## src/rtl/tmo_timer_if.sv

```systemverilog
// Handshake/tick bundle for tmo_timer.
// TMO_RELOAD exists only when the TMO_RELOAD_EN macro is defined.
interface tmo_timer_if #(
  parameter int TMO_WIDTH = 16
);
  logic                 TIM_1MS;
  logic                 TIM_1S;
  logic                 TMO_START;
  logic                 TMO_STOP;
  logic                 TMO_UNIT;
  logic [TMO_WIDTH-1:0] TMO_VALUE;
`ifdef TMO_RELOAD_EN
  logic                 TMO_RELOAD;
`endif
  logic                 TMO_BUSY;
  logic                 TMO_EXPIRE;
  logic [TMO_WIDTH-1:0] TMO_REMAIN;

`ifdef TMO_RELOAD_EN
  modport master (
    output TIM_1MS, TIM_1S, TMO_START, TMO_STOP, TMO_UNIT, TMO_VALUE, TMO_RELOAD,
    input  TMO_BUSY, TMO_EXPIRE, TMO_REMAIN
  );
  modport slave (
    input  TIM_1MS, TIM_1S, TMO_START, TMO_STOP, TMO_UNIT, TMO_VALUE, TMO_RELOAD,
    output TMO_BUSY, TMO_EXPIRE, TMO_REMAIN
  );
`else
  modport master (
    output TIM_1MS, TIM_1S, TMO_START, TMO_STOP, TMO_UNIT, TMO_VALUE,
    input  TMO_BUSY, TMO_EXPIRE, TMO_REMAIN
  );
  modport slave (
    input  TIM_1MS, TIM_1S, TMO_START, TMO_STOP, TMO_UNIT, TMO_VALUE,
    output TMO_BUSY, TMO_EXPIRE, TMO_REMAIN
  );
`endif
endinterface

```

## src/rtl/tmo_timer.sv

```systemverilog
// Tick-driven countdown timeout timer (1 ms / 1 s ticks), registered outputs.
// Optional periodic mode enabled by defining TMO_RELOAD_EN.
module tmo_timer #(
  parameter int TMO_WIDTH = 16
) (
  input  logic       CLK,
  input  logic       RST,
  tmo_timer_if.slave bus
);

  typedef enum logic [0:0] {
    IDLE = 1'b0,
    RUN  = 1'b1
  } state_t;

  state_t               r_state;
  logic [TMO_WIDTH-1:0] r_cnt;
  logic                 r_unit;
  logic                 r_busy;
  logic                 r_expire;
`ifdef TMO_RELOAD_EN
  logic [TMO_WIDTH-1:0] r_value;
  logic                 r_reload;
`endif

  logic w_tick;
  logic w_last;
  logic w_zero_val;

  assign w_tick     = r_unit ? bus.TIM_1S : bus.TIM_1MS;
  assign w_last     = (r_cnt == {{(TMO_WIDTH-1){1'b0}}, 1'b1});
  assign w_zero_val = (bus.TMO_VALUE == {TMO_WIDTH{1'b0}});

  // START has priority over STOP and over any tick/expiry in the same cycle.
  always_ff @(posedge CLK or posedge RST) begin
    if (RST) begin
      r_state  <= IDLE;
      r_cnt    <= {TMO_WIDTH{1'b0}};
      r_unit   <= 1'b0;
      r_busy   <= 1'b0;
      r_expire <= 1'b0;
`ifdef TMO_RELOAD_EN
      r_value  <= {TMO_WIDTH{1'b0}};
      r_reload <= 1'b0;
`endif
    end else begin
      r_expire <= 1'b0;
      if (bus.TMO_START) begin
        r_unit   <= bus.TMO_UNIT;
`ifdef TMO_RELOAD_EN
        r_value  <= bus.TMO_VALUE;
        r_reload <= bus.TMO_RELOAD;
`endif
        if (w_zero_val) begin
          r_state  <= IDLE;
          r_busy   <= 1'b0;
          r_cnt    <= {TMO_WIDTH{1'b0}};
          r_expire <= 1'b1;
        end else begin
          r_state  <= RUN;
          r_busy   <= 1'b1;
          r_cnt    <= bus.TMO_VALUE;
        end
      end else begin
        case (r_state)
          IDLE: begin
            r_busy <= 1'b0;
            r_cnt  <= {TMO_WIDTH{1'b0}};
          end
          RUN: begin
            if (bus.TMO_STOP) begin
              r_state <= IDLE;
              r_busy  <= 1'b0;
              r_cnt   <= {TMO_WIDTH{1'b0}};
            end else if (w_tick) begin
              if (w_last) begin
                r_expire <= 1'b1;
`ifdef TMO_RELOAD_EN
                if (r_reload) begin
                  r_cnt <= r_value;
                end else begin
                  r_state <= IDLE;
                  r_busy  <= 1'b0;
                  r_cnt   <= {TMO_WIDTH{1'b0}};
                end
`else
                r_state <= IDLE;
                r_busy  <= 1'b0;
                r_cnt   <= {TMO_WIDTH{1'b0}};
`endif
              end else begin
                r_cnt <= r_cnt - {{(TMO_WIDTH-1){1'b0}}, 1'b1};
              end
            end else begin
              r_cnt <= r_cnt;
            end
          end
          default: begin
            r_state <= IDLE;
            r_busy  <= 1'b0;
            r_cnt   <= {TMO_WIDTH{1'b0}};
          end
        endcase
      end
    end
  end

  assign bus.TMO_BUSY   = r_busy;
  assign bus.TMO_EXPIRE = r_expire;
  assign bus.TMO_REMAIN = r_cnt;

endmodule

```

## src/flat_wrapper.sv

```systemverilog
// flat-port wrapper written by rule: the top's interface ports become plain ports
module tmo_timer_flat 
#(
  parameter int TMO_WIDTH = 16
)
  (CLK, RST, bus_TIM_1MS, bus_TIM_1S, bus_TMO_START, bus_TMO_STOP, bus_TMO_UNIT, bus_TMO_VALUE, bus_TMO_BUSY, bus_TMO_EXPIRE, bus_TMO_REMAIN);
  tmo_timer_if #(.TMO_WIDTH(TMO_WIDTH)) bus_i ();
  input  logic CLK;
  input  logic RST;
  input wire logic [$bits(bus_i.TIM_1MS)-1:0] bus_TIM_1MS;
  input wire logic [$bits(bus_i.TIM_1S)-1:0] bus_TIM_1S;
  input wire logic [$bits(bus_i.TMO_START)-1:0] bus_TMO_START;
  input wire logic [$bits(bus_i.TMO_STOP)-1:0] bus_TMO_STOP;
  input wire logic [$bits(bus_i.TMO_UNIT)-1:0] bus_TMO_UNIT;
  input wire logic [$bits(bus_i.TMO_VALUE)-1:0] bus_TMO_VALUE;
  output wire logic [$bits(bus_i.TMO_BUSY)-1:0] bus_TMO_BUSY;
  output wire logic [$bits(bus_i.TMO_EXPIRE)-1:0] bus_TMO_EXPIRE;
  output wire logic [$bits(bus_i.TMO_REMAIN)-1:0] bus_TMO_REMAIN;
  assign bus_i.TIM_1MS = bus_TIM_1MS;
  assign bus_i.TIM_1S = bus_TIM_1S;
  assign bus_i.TMO_START = bus_TMO_START;
  assign bus_i.TMO_STOP = bus_TMO_STOP;
  assign bus_i.TMO_UNIT = bus_TMO_UNIT;
  assign bus_i.TMO_VALUE = bus_TMO_VALUE;
  assign bus_TMO_BUSY = bus_i.TMO_BUSY;
  assign bus_TMO_EXPIRE = bus_i.TMO_EXPIRE;
  assign bus_TMO_REMAIN = bus_i.TMO_REMAIN;
  tmo_timer #(.TMO_WIDTH(TMO_WIDTH)) u_core (.CLK(CLK), .RST(RST), .bus(bus_i));
endmodule
```

## config.mk

```make
export PLATFORM = sky130hd
export DESIGN_NAME = tmo_timer_flat
export DESIGN_NICKNAME = d
export VERILOG_FILES = /design/src/rtl/tmo_timer_if.sv /design/src/rtl/tmo_timer.sv /design/src/flat_wrapper.sv
export SDC_FILE = /design/constraint.sdc
export NUM_CORES = 1
export LEC_CHECK = 0
export CAP_MARGIN = 20
export CORE_MARGIN = 5
export CORE_UTILIZATION = 30
export DETAILED_ROUTE_END_ITERATION = 6
export SKIP_LAST_GASP = 1
export SYNTH_ARGS = -nofsm -noshare
export SYNTH_HDL_FRONTEND = slang
export SYNTH_SLANG_ARGS = --single-unit
```

## constraint.sdc

```tcl
create_clock -name CLK -period 4.4 [get_ports CLK]
set_input_delay 1.32 -clock CLK [delete_from_list [all_inputs] [get_ports CLK]]
set_output_delay 1.32 -clock CLK [all_outputs]
set_load 0.005 [all_outputs]
```

==> flow_metrics.py <==
metrics = {
    "sta": {
        "fin_worst_skew_ns": 0.00609,
        "finalHoldViolCount": 0,
        "rsz0062_at_grt": "false",
        "setup_viol": 0,
        "finalMaxSlewViolations": 0,
        "timing.final.crit_share": 0.758,
        "fmax_mhz": 300,
        "period_minus_slack_ns": 3.33,
        "worst_pin_slew_ns": 1.01,
        "slew_headroom": 0.318,
        "whs_ns": 0.547,
        "fin_setup_tns_ns": 0,
    },
    "clocking": {
        "cts_buffer_depth": 2,
        "worst_skew_pair.late_latency_ns": 0.26,
        "cts_sinks": 20,
        "path_clk_slew_ns": 0.08,
        "hold_buffers": 0,
        "cts_buffers": 3,
        "ctsResizeCount": 0,
        "cts_max_level": 1,
        "cts_tree": "built",
        "cts_setup_buffers": 0,
        "cts-root-buf": "clkbuf_8",
    },
    "final_layout": {
        "num-nets-final": 213,
        "syn2layout_area_growth_pct": 36.5,
        "fin_cells": 239,
        "n_antenna_cell": 0,
        "final_common_cell": "clkdlybuf4s50_1",
        "fin_util": 0.420,
        "final_cell_mix": "clkdlybuf4s50_1 (40), dfrtp_1 (20), inv_1 (12)",
        "nFillCells": 436,
        "drive_gt1_frac": 0.0642,
    },
    "power": {
        "p_leak_nw": 0.692,
        "finalPower_uw": 513,
        "p_per_area_nw_per_um2": 283,
        "ir_worst_vdd_v": 0.000116,
    },
    "detailed_routing": {
        "vias": 1414,
        "routedWlPerCell_um": 18.3,
        "ant_nets": 0,
        "viasPerCell": 5.92,
        "drc": 0,
        "dr.pass1.iters": 4,
        "routed_wl_um": 4380,
        "drtIter0Drc": 183,
    },
    "run": {
        "maxCapViolCount": 0,
    },
    "critical_path": {
        "cpPeakStageDelay_ns": 0.65,
        "cp_top_family": "simple AND/OR/NAND/NOR gates",
        "crit_type": "primary input to register",
        "cp-start-kind": "primary input",
        "path_buf_inv": 2,
        "crit_path_cell_trace": "clkdlybuf4s50_1 -> nor3b_1 -> buf_4 -> and2_1 -> nor4b_1 -> a221o_1",
        "cp_max_fo": 18,
        "cp-end-kind": "register",
        "required_ns": 4.54,
        "slowest_stage": "clkdlybuf4s50_1",
        "crit_arrival_ns": 3.48,
    },
    "synth": {
        "syn_area_um2": 1330,
        "ys_seq_area_frac": 0.376,
        "synth-edff-count": 0,
        "synth_cell_types": 46,
        "yosys_warnings": 0,
        "syn_nets": 177,
        "synth_top_flop_cell": "dfrtp_1",
        "ys_ff_latch": 20,
        "avgSynthCellArea_um2": 8.75,
        "async_flop_share": 1.00,
        "netlist_instances": 152,
    },
    "place": {
        "port_buffers": 40,
        "gp_congestion": 0.953,
        "dp_hpwl_um": 3300,
        "placed_cells": 235,
    },
    "floorplan": {
        "dieHeight_um": 76.6,
        "die_w_um": 76.6,
        "io_pins": 41,
        "fp-row-count": 24,
        "initial_utilization": 0.308,
        "core_area_um2": 4320,
        "die_area_um2": 5870,
    },
    "global_routing": {
        "antenna_found_initial": 0,
        "grt_pass1_vias": 1430,
        "grt_max_degree": 21,
        "gr-total-overflow": 0,
        "grt_pass1_wl_um": 7340,
        "track_usage": 0.150,
    },
    "worst_hold_path": {
        "hold_class": "register to register",
    },
    "outcome": {
        "status": "finished clean",
    },
}
tightest hold or removal path: stages, from the launching register on:
cell      delay, ns
dfrtp_1        0.38
inv_1          0.06
o21bai_1       0.07
through the flow:
step | cell area [µm²] | worst slack, ns
after floorplan | 1330 | 1.80
after global placement | 1760 | 0.957
after detailed placement | 1760 | 0.883
after CTS | 1820 | 1.13
after global routing | 1820 | 0.881
final | 1820 | 1.07
report_power, final:
part / switching [mW] / leakage [nW] / total, mW / internal [mW]
clock network: 0.0651 / 0.0288 / 0.145 / 0.0797
logic: 0.0727 / 0.413 / 0.146 / 0.0730
registers: 0.0237 / 0.250 / 0.223 / 0.199
sequential cells by signal (all words and copies together), names as in the netlist:
name and count:
u_core.bus.TMO_REMAIN 16, u_core.bus.TMO_BUSY 1, u_core.bus.TMO_EXPIRE 1, u_core.r_state 1, u_core.r_unit 1
cell families (layout without fill, tap and decap cells):
kind of cell    after synthesis  after routing  synth area share
simple gates                 60             60             0.277
buf+inv                      23             58            0.0687
mux                           3              3            0.0235
fa+ha+maj                     2              2            0.0188
flops                        20             20             0.376
compound gates               44             44             0.236
final timing paths:
check	start	to	cells past startpoint	slack, ns
max	bus_TMO_START	u_core.bus.TMO_REMAIN[1]	6	1.07
min	u_core.bus.TMO_BUSY	u_core.bus.TMO_BUSY	2	0.55
max reg2reg	u_core.bus.TMO_REMAIN[1]	u_core.bus.TMO_REMAIN[1]	6	2.07
min reg2reg	u_core.bus.TMO_BUSY	u_core.bus.TMO_BUSY	2	0.55
max in group asynchronous	RST	u_core.bus.TMO_EXPIRE	2	2.39
min in group asynchronous	RST	u_core.r_state	2	1.51
layout make-up:
class                   count  area, µm²  share of cell area
well taps                  52       65.1              0.0358
inverters                  13       48.8              0.0269
repair buffers             41        408               0.225
multi-input cells         109        738               0.407
flip-flops and latches     20        500               0.276
clock buffers               4       55.1              0.0303
Yosys cell counts (all sizes together), types with 2 or more instances:
cell type   n  area (µm²)
nor4       11        68.8
a32oi       2        17.5
ha          2        25.0
buf         4        20.0
inv        13        48.8
nand3       4        20.0
o41ai       2        17.5
mux2i       2        20.0
o21ai       6        30.0
a22oi       6        45.0
nor3b       2        15.0
a31oi       5        31.3
or3         2        12.5
nor3        3        15.0
dfrtp      20         500
nand4b      3        26.3
and2        2        12.5
nand4       8        56.3
or3b        2        17.5
nor2        7        26.3
clkbuf      6        22.5
nor4b       2        23.8
nand2       9        33.8
or4         3        26.3
a21oi       8        40.0
o211ai      4        35.0
layer usage:
metal	global-route usage	wire length, µm
met3	0.0343	349
met4	0.0472	74
met2	0.229	2120
met5	0	0
met1	0.207	1840
Power figures use the tool's default switching activity.
